[src/rtl/io_mmio_resp.sv]
// io_mmio_resp: MMIO responder for a UART byte path plus cycle and retired-instruction counters.
// Define IO_RX_FIFO_EN for an RX_FIFO_DEPTH-entry RX FIFO; otherwise RX is a single-byte register.
module io_mmio_resp #(
   parameter int RX_FIFO_DEPTH = 8
) (
   input  logic        clk,
   input  logic        rst,
   input  logic [31:0] addr,
   input  logic [31:0] wdata,
   input  logic [3:0]  wbe,
   input  logic        re,
   output logic [31:0] rdata,
   input  logic        inst_retire,
   output logic [7:0]  tx_data,
   output logic        tx_valid,
   input  logic        tx_ready,
   input  logic [7:0]  rx_data,
   input  logic        rx_valid,
   output logic        rx_ready
);
   localparam logic [31:0] A_STATUS = 32'h8000_0000;
   localparam logic [31:0] A_RX     = 32'h8000_0004;
   localparam logic [31:0] A_TX     = 32'h8000_0008;
   localparam logic [31:0] A_CYC    = 32'h8000_0010;
   localparam logic [31:0] A_INST   = 32'h8000_0014;
   localparam logic [31:0] A_CLR    = 32'h8000_0018;

   if (RX_FIFO_DEPTH < 2 || RX_FIFO_DEPTH > 64 || (RX_FIFO_DEPTH & (RX_FIFO_DEPTH - 1)) != 0) begin : g_depth_chk
      $error("RX_FIFO_DEPTH must be a power of two in 2..64");
   end

   logic        tx_store, clr, pop, push, rx_avail, rx_full;
   logic [7:0]  rx_head;
   logic [31:0] rdata_q, rdata_d, cyc_q, cyc_d, inst_q, inst_d;
   logic        tx_valid_q, tx_valid_d;
   logic [7:0]  tx_data_q, tx_data_d;
   logic        unused_ok;

   assign unused_ok = ^wdata[31:8];

   always_comb begin
      tx_store   = |wbe && addr == A_TX && !tx_valid_q;
      clr        = |wbe && addr == A_CLR;
      pop        = re && addr == A_RX && rx_avail;
      push       = rx_valid && !rx_full;
      tx_valid_d = tx_store || (tx_valid_q && !tx_ready);
      tx_data_d  = tx_store ? wdata[7:0] : tx_data_q;
      cyc_d      = clr ? '0 : cyc_q + 32'd1;
      inst_d     = clr ? '0 : inst_q + {31'd0, inst_retire};
      rdata_d    = !re ? rdata_q
                 : addr == A_STATUS ? {30'd0, rx_avail, !tx_valid_q}
                 : addr == A_RX     ? {24'd0, rx_avail ? rx_head : 8'd0}
                 : addr == A_CYC    ? cyc_q
                 : addr == A_INST   ? inst_q
                 : '0;
   end

   always_ff @(posedge clk) begin
      if (rst) begin
         rdata_q    <= '0;
         tx_valid_q <= 1'b0;
         tx_data_q  <= '0;
         cyc_q      <= '0;
         inst_q     <= '0;
      end else begin
         rdata_q    <= rdata_d;
         tx_valid_q <= tx_valid_d;
         tx_data_q  <= tx_data_d;
         cyc_q      <= cyc_d;
         inst_q     <= inst_d;
      end
   end

`ifdef IO_RX_FIFO_EN
   localparam int AW = $clog2(RX_FIFO_DEPTH);
   logic [7:0]    mem_q [RX_FIFO_DEPTH];
   logic [AW-1:0] wr_q, wr_d, rd_q, rd_d;
   logic [AW:0]   cnt_q, cnt_d;

   always_comb begin
      wr_d  = push ? wr_q + 1'b1 : wr_q;
      rd_d  = pop ? rd_q + 1'b1 : rd_q;
      cnt_d = cnt_q + {{AW{1'b0}}, push} - {{AW{1'b0}}, pop};
   end

   assign rx_avail = cnt_q != '0;
   assign rx_full  = cnt_q == (AW + 1)'(RX_FIFO_DEPTH);
   assign rx_head  = mem_q[rd_q];

   always_ff @(posedge clk) begin
      if (rst) begin
         wr_q  <= '0;
         rd_q  <= '0;
         cnt_q <= '0;
      end else begin
         wr_q  <= wr_d;
         rd_q  <= rd_d;
         cnt_q <= cnt_d;
      end
   end

   // Storage needs no reset: the head is masked while the FIFO is empty.
   always_ff @(posedge clk) begin
      if (push) mem_q[wr_q] <= rx_data;
   end
`else
   logic       rx_full_q, rx_full_d;
   logic [7:0] rx_hold_q, rx_hold_d;

   always_comb begin
      rx_full_d = push || (rx_full_q && !pop);
      rx_hold_d = push ? rx_data : rx_hold_q;
   end

   assign rx_avail = rx_full_q;
   assign rx_full  = rx_full_q;
   assign rx_head  = rx_hold_q;

   always_ff @(posedge clk) begin
      if (rst) begin
         rx_full_q <= 1'b0;
         rx_hold_q <= '0;
      end else begin
         rx_full_q <= rx_full_d;
         rx_hold_q <= rx_hold_d;
      end
   end
`endif

   assign rdata    = rdata_q;
   assign tx_valid = tx_valid_q;
   assign tx_data  = tx_data_q;
   assign rx_ready = !rx_full;
endmodule

[config.mk]
export PLATFORM = sky130hd
export DESIGN_NAME = io_mmio_resp
export DESIGN_NICKNAME = d
export VERILOG_FILES = /design/src/rtl/io_mmio_resp.sv
export SDC_FILE = /design/constraint.sdc
export NUM_CORES = 1
export LEC_CHECK = 0
export BUFFER_PORTS_ARGS = -buffer_cell sky130_fd_sc_hd__buf_2
export CORE_ASPECT_RATIO = 1.2
export CORE_MARGIN = 4
export CORE_UTILIZATION = 45
export CTS_BUF_LIST = sky130_fd_sc_hd__clkbuf_8
export DETAILED_ROUTE_END_ITERATION = 16
export PLACE_DENSITY = 0.69
export SYNTH_ARGS = -nofsm -noshare
export SYNTH_HDL_FRONTEND = slang
export SYNTH_SLANG_ARGS = --single-unit
[constraint.sdc]
create_clock -name clk -period 4.15 [get_ports clk]
set_input_delay 0.83 -clock clk [delete_from_list [all_inputs] [get_ports clk]]
set_output_delay 0.83 -clock clk [all_outputs]
set_load 0.02 [all_outputs]
After elaboration in Yosys (flattened, before gate mapping)
Index checks and enable logic that the tools add are counted.
Widths: inputs -> output; s select.
{"block": "classes", "add_sub_neg": 2, "n_eq_ne": 6, "muxes": 5, "n_reduce_logical": 16}
{"op": "$eq 32x32->1 const B", "count": 6}
{"op": "$mux 32", "count": 4}
{"op": "$add 32x1->32", "count": 1}
{"op": "$add 32x1->32 const B", "count": 1}
{"op": "$logic_and 1x1->1", "count": 8}
{"op": "$mux 8", "count": 1}
{"op": "$logic_not 1->1", "count": 4}
{"op": "$reduce_or 4->1", "count": 1}
{"op": "$logic_or 1x1->1", "count": 2}
{"op": "$reduce_or 2->1", "count": 1}
{"block": "word_totals", "reg_bits": 114, "in_bits": 82, "elab_cells": 36, "output_inout_bits": 42}

Longest topological paths before layout
{"block": "depth", "depth_word": 6, "depth_mapped": 7, "depth_no_buf": 6}

Worst setup path after synthesis
No wires, ideal clock.
{"block": "synth_path", "path_type": "input to register", "start": "input addr[19]", "end": "register rdata_q[11], in the netlist rdata[11]", "required_ps": 4076, "arrival_time_ps": 2350, "slack_ps": 1725, "path_buffers": 1, "setup_time_ps": 74, "path_stages": 5, "cell_sequence": "nor4_1 > nand4_1 > or4_4 > clkbuf_1 > o21ai_0"}
{"block": "synth_between", "elab_chain_len": 5, "word_cells_on_any_way": 8, "cone_classes": "eq/ne: 4; mux: 4"}
{"item": "start: declaration", "line": "8", "source": "input logic [31:0] addr,"}
{"item": "$eq 32x32->1", "line": "54", "source": ": addr == A_INST ? inst_q"}
{"item": "$mux 32", "line": "54"}
{"item": "$mux 32", "line": "53", "source": ": addr == A_CYC ? cyc_q"}
{"item": "$mux 32", "line": "52", "source": ": addr == A_RX ? {24'd0, rx_avail ? rx_head : 8'd0}"}
{"item": "$mux 32 (*)", "line": "51", "source": ": addr == A_STATUS ? {30'd0, rx_avail, !tx_valid_q}"}
{"item": "end signal: assignment", "line": "66", "source": "rdata_q <= rdata_d;"}
{"item": "end: declaration", "line": "34", "source": "logic [31:0] rdata_q, rdata_d, cyc_q, cyc_d, inst_q, inst_d;"}
Mark *: on every way between the ends. The rest lies on a longest branch, timed or not.
A chain may end at the register's enable or synchronous reset.

Final worst setup path
{"block": "layout_path", "start": "input inst_retire", "end": "register inst_q[26]"}
{"block": "layout_between", "elab_chain_len": 1}
{"item": "start: declaration", "line": "13", "source": "input logic inst_retire,"}
{"item": "$add 32x1->32", "line": "49", "source": "inst_d = clr ? '0 : inst_q + {31'd0, inst_retire};"}
{"item": "end signal: assignment", "line": "70", "source": "inst_q <= inst_d;"}
{"item": "end: declaration", "line": "34"}
No other way between the ends.

==> metrics.md <==
| Metric | Value |
|---|---|
| Fill cells | 1,094 |
| Drt pass-1 iters | 5 |
| Final setup vio count | 0 |
| Syn avg cell area | 8.31 sq um |
| Fin. Hold Viols | 0 |
| Critical path's slowest cell | or4_1 |
| Mapped Area | 5250 sq um |
| Post-synthesis cell count | 632 |
| Net count, final | 794 |
| Post-DRT Antenna Nets | 0 |
| Status | finished, final reports clean |
| Crit path cell chain | buf_2 -> ha_1 -> ha_1 -> and3_1 -> nand4_1 -> or4_1 -> a21oi_1 |
| Tot GR Track Use | 19.7% |
| Leakage | 0.00220 uW |
| Clock skew | 0.0101 ns |
| CP bufs+invs | 1 |
| Final TNS setup | 0 ns |
| Worst-Skew Late Latency | 0.42 ns |
| Average wire per standard cell | 15.1 um |
| Pin count of the biggest net entering global routing | 47 |
| Number of diodes | 0 |
| Commonest non-fill, non-tap cells in the layout | 114 x dfxtp_1, 99 x buf_2, 92 x nand2_1, 55 x o21ai_0, 44 x a21oi_1 |
| Layout cells sized above 1 | 21.7% |
| CTS tree | done |
| Top FF cell, synth | dfxtp_1 |
| CP peak stage delay | 0.72 ns |
| Number of port buffers | 99 |
| Relative slew slack | 42.3% |
| Area growth, synth to finish | 17.4% |
| Core Footprint | 11,200 sq um |
| DIE AREA | 13,500 sq um |
| CTS Hold Bufs | 0 |
| Vias | 4,913 |
| Data required, critical path | 4.50 ns |
| Register area | 2280 sq um |
| Die width | 107 um |
| Yosys reg bits | 114 |
| Post-synth EDFFs | 0 |
| Residual DRC | 0 |
| Clk buf depth | 2 |
| Tmin final | 2.72 ns |
| Power, Total | 2170 uW |
| DR iter-0 viols | 223 |
| Fmax | 368 MHz |
| Async set-or-reset flop fraction in the synthesized netlist | 0% |
| Slew @ Worst Pin | 0.864 ns |
| CP Data Arrival Time | 3.07 ns |
| Crit share post-route | 65.5% |
| IO Pins | 124 |
| Total Wirelength | 13.2 mm |
| Final HPWL DP | 9.24 mm |
| Sequential fraction of the synthesis area | 43.4% |
| Pre-CTS setup slack | 1.01 ns |
| Row count | 42 |
| Maximum fanout along the worst path | 16 |
| RSZ-0062 raised after global routing | false |
| Post-CTS Resized | 0 |
| Crit path max-delay family | simple AND/OR/NAND/NOR gates |
| Ys Warns | 0 |
| Initial core utilization | 46.7% |
| TritonCTS Buffers | 17 |
| Vias in the first global route | 4,734 |
| First-pass GRT wire length | 22.0 mm |
| Fin worst setup slack | 1.43 ns |
| Postcts setup bufs | 0 |
| Worst-path clk slew | 0.06 ns |
| HP Class | reg -> reg |
| Kind of end point of the critical path | register |
| Max Slew Vio Count | 0 |
| Overflow after GRT | 0 |
| Clock Tree Root | clkbuf_8 |
| Initial antenna violation count | 0 |
| H-tree depth reported by CTS | 4 |
| Clock Sinks | 114 |
| CP Launch Type | input port |
| WS Path Type | in -> reg |
| Die H | 126 um |
| Most common cell after layout, fill and taps aside | dfxtp_1 |
| GP Congestion | 0.796 |
| Syn nets | 717 |
| Max cap viols | 0 |
| Most used cell, CP | ha_1 |
| Final core occ | 54.8% |
| Cell Pwr Density | 353 nW/um^2 |
| Max VDD drop | 0.168 mV |
| Multi-input gate area | 2750 sq um |
| Post-synth cell types | 38 |
| Vias per cell | 5.63 |
==> power by group <==
| part | internal [uW] | switching (uW) |
|---|---|---|
| clock | 535 | 421 |
| sequential | 1100 | 10.0 |
| combinational | 43.7 | 60.0 |
| total | 1680 | 491 |
==> path summary, 6_finish.rpt <==
path,endpoint,slack [ns],from,depth (start not counted)
worst max-delay path,inst_q[26],1.43,inst_retire,7
worst min-delay path,rdata[18],0.45,rdata[18],2
worst max register to register,inst_q[26],1.58,inst_q[0],6
worst min register to register,rdata[18],0.45,rdata[18],2
==> logic make-up after synthesis <==
logic type / synth area share [%]
AND/OR/NAND/NOR: 26.2
AO/OA/AOI/OAI: 15.2
flip-flops: 43.4
buffers and inverters: 4.29
multiplexers: 6.00
XOR/XNOR: 4.17
adder cells (fa/ha/maj): 0.715
==> sequential cells by signal, indices dropped and copies added, names as in the netlist <==
register and count:
cyc_q 32, inst_q 32, rx_avail 1, tx_data 8
rx_head 8, tx_valid 1, rdata 32
==> layout make-up <==
type                            instances  share of cell area [%]
Clock buffer                           22                    4.91
Clock inverter                          7                   0.974
Inverter                               13                   0.792
Multi-Input combinational cell        461                    44.6
Sequential cell                       114                    37.0
Tap cell                              154                    3.13
Timing Repair Buffer                  102                    8.61
==> stage by stage <==
step	instances	hold WS (ns)	area (sq um)
floorplan	632	0.437	5250
global placement	844	0.436	5800
detailed placement	844	0.440	5800
CTS	873	0.457	6160
global route	873	0.476	6160
finish	873	0.450	6160
==> per-layer routing <==
layer / track usage [%] / up-vias / wire [um]
li1: - / 2440 / -
met1: 23.3 / 2342 / 5680
met2: 34.2 / 108 / 6620
met3: 5.34 / 23 / 554
met4: 7.37 / 0 / 287
met5: 0 / - / 0
==> cell usage after synthesis (2+ instances only) <==
master | number | area share (%)
a21oi_1 | 44 | 4.2
a22oi_1 | 6 | 0.86
and3_1 | 5 | 0.60
and4_1 | 6 | 1.0
buf_1 | 5 | 0.36
buf_2 | 8 | 0.76
clkbuf_1 | 30 | 2.1
dfxtp_1 | 114 | 43
ha_1 | 3 | 0.71
inv_1 | 13 | 0.93
mux2_2 | 20 | 4.3
mux2i_1 | 9 | 1.7
nand2_1 | 92 | 6.6
nand2b_1 | 3 | 0.36
nand3_1 | 23 | 2.2
nand4_1 | 24 | 2.9
nor2_1 | 42 | 3.0
nor2b_1 | 2 | 0.24
nor3_1 | 7 | 0.67
nor4_1 | 11 | 1.3
nor4bb_1 | 2 | 0.38
o211ai_1 | 2 | 0.29
o21ai_0 | 55 | 5.2
o31ai_1 | 30 | 4.3
or2_2 | 2 | 0.24
or3_1 | 13 | 1.5
or4_1 | 27 | 3.9
xnor2_1 | 16 | 2.7
xor2_1 | 9 | 1.5
==> tightest hold or removal path, cell delays in order, from the launching register on <==
cell and delay (ns):
dfxtp_1 0.32, nand2_1 0.04, o21ai_0 0.05
Note: power is estimated with default switching activity, not from simulation.
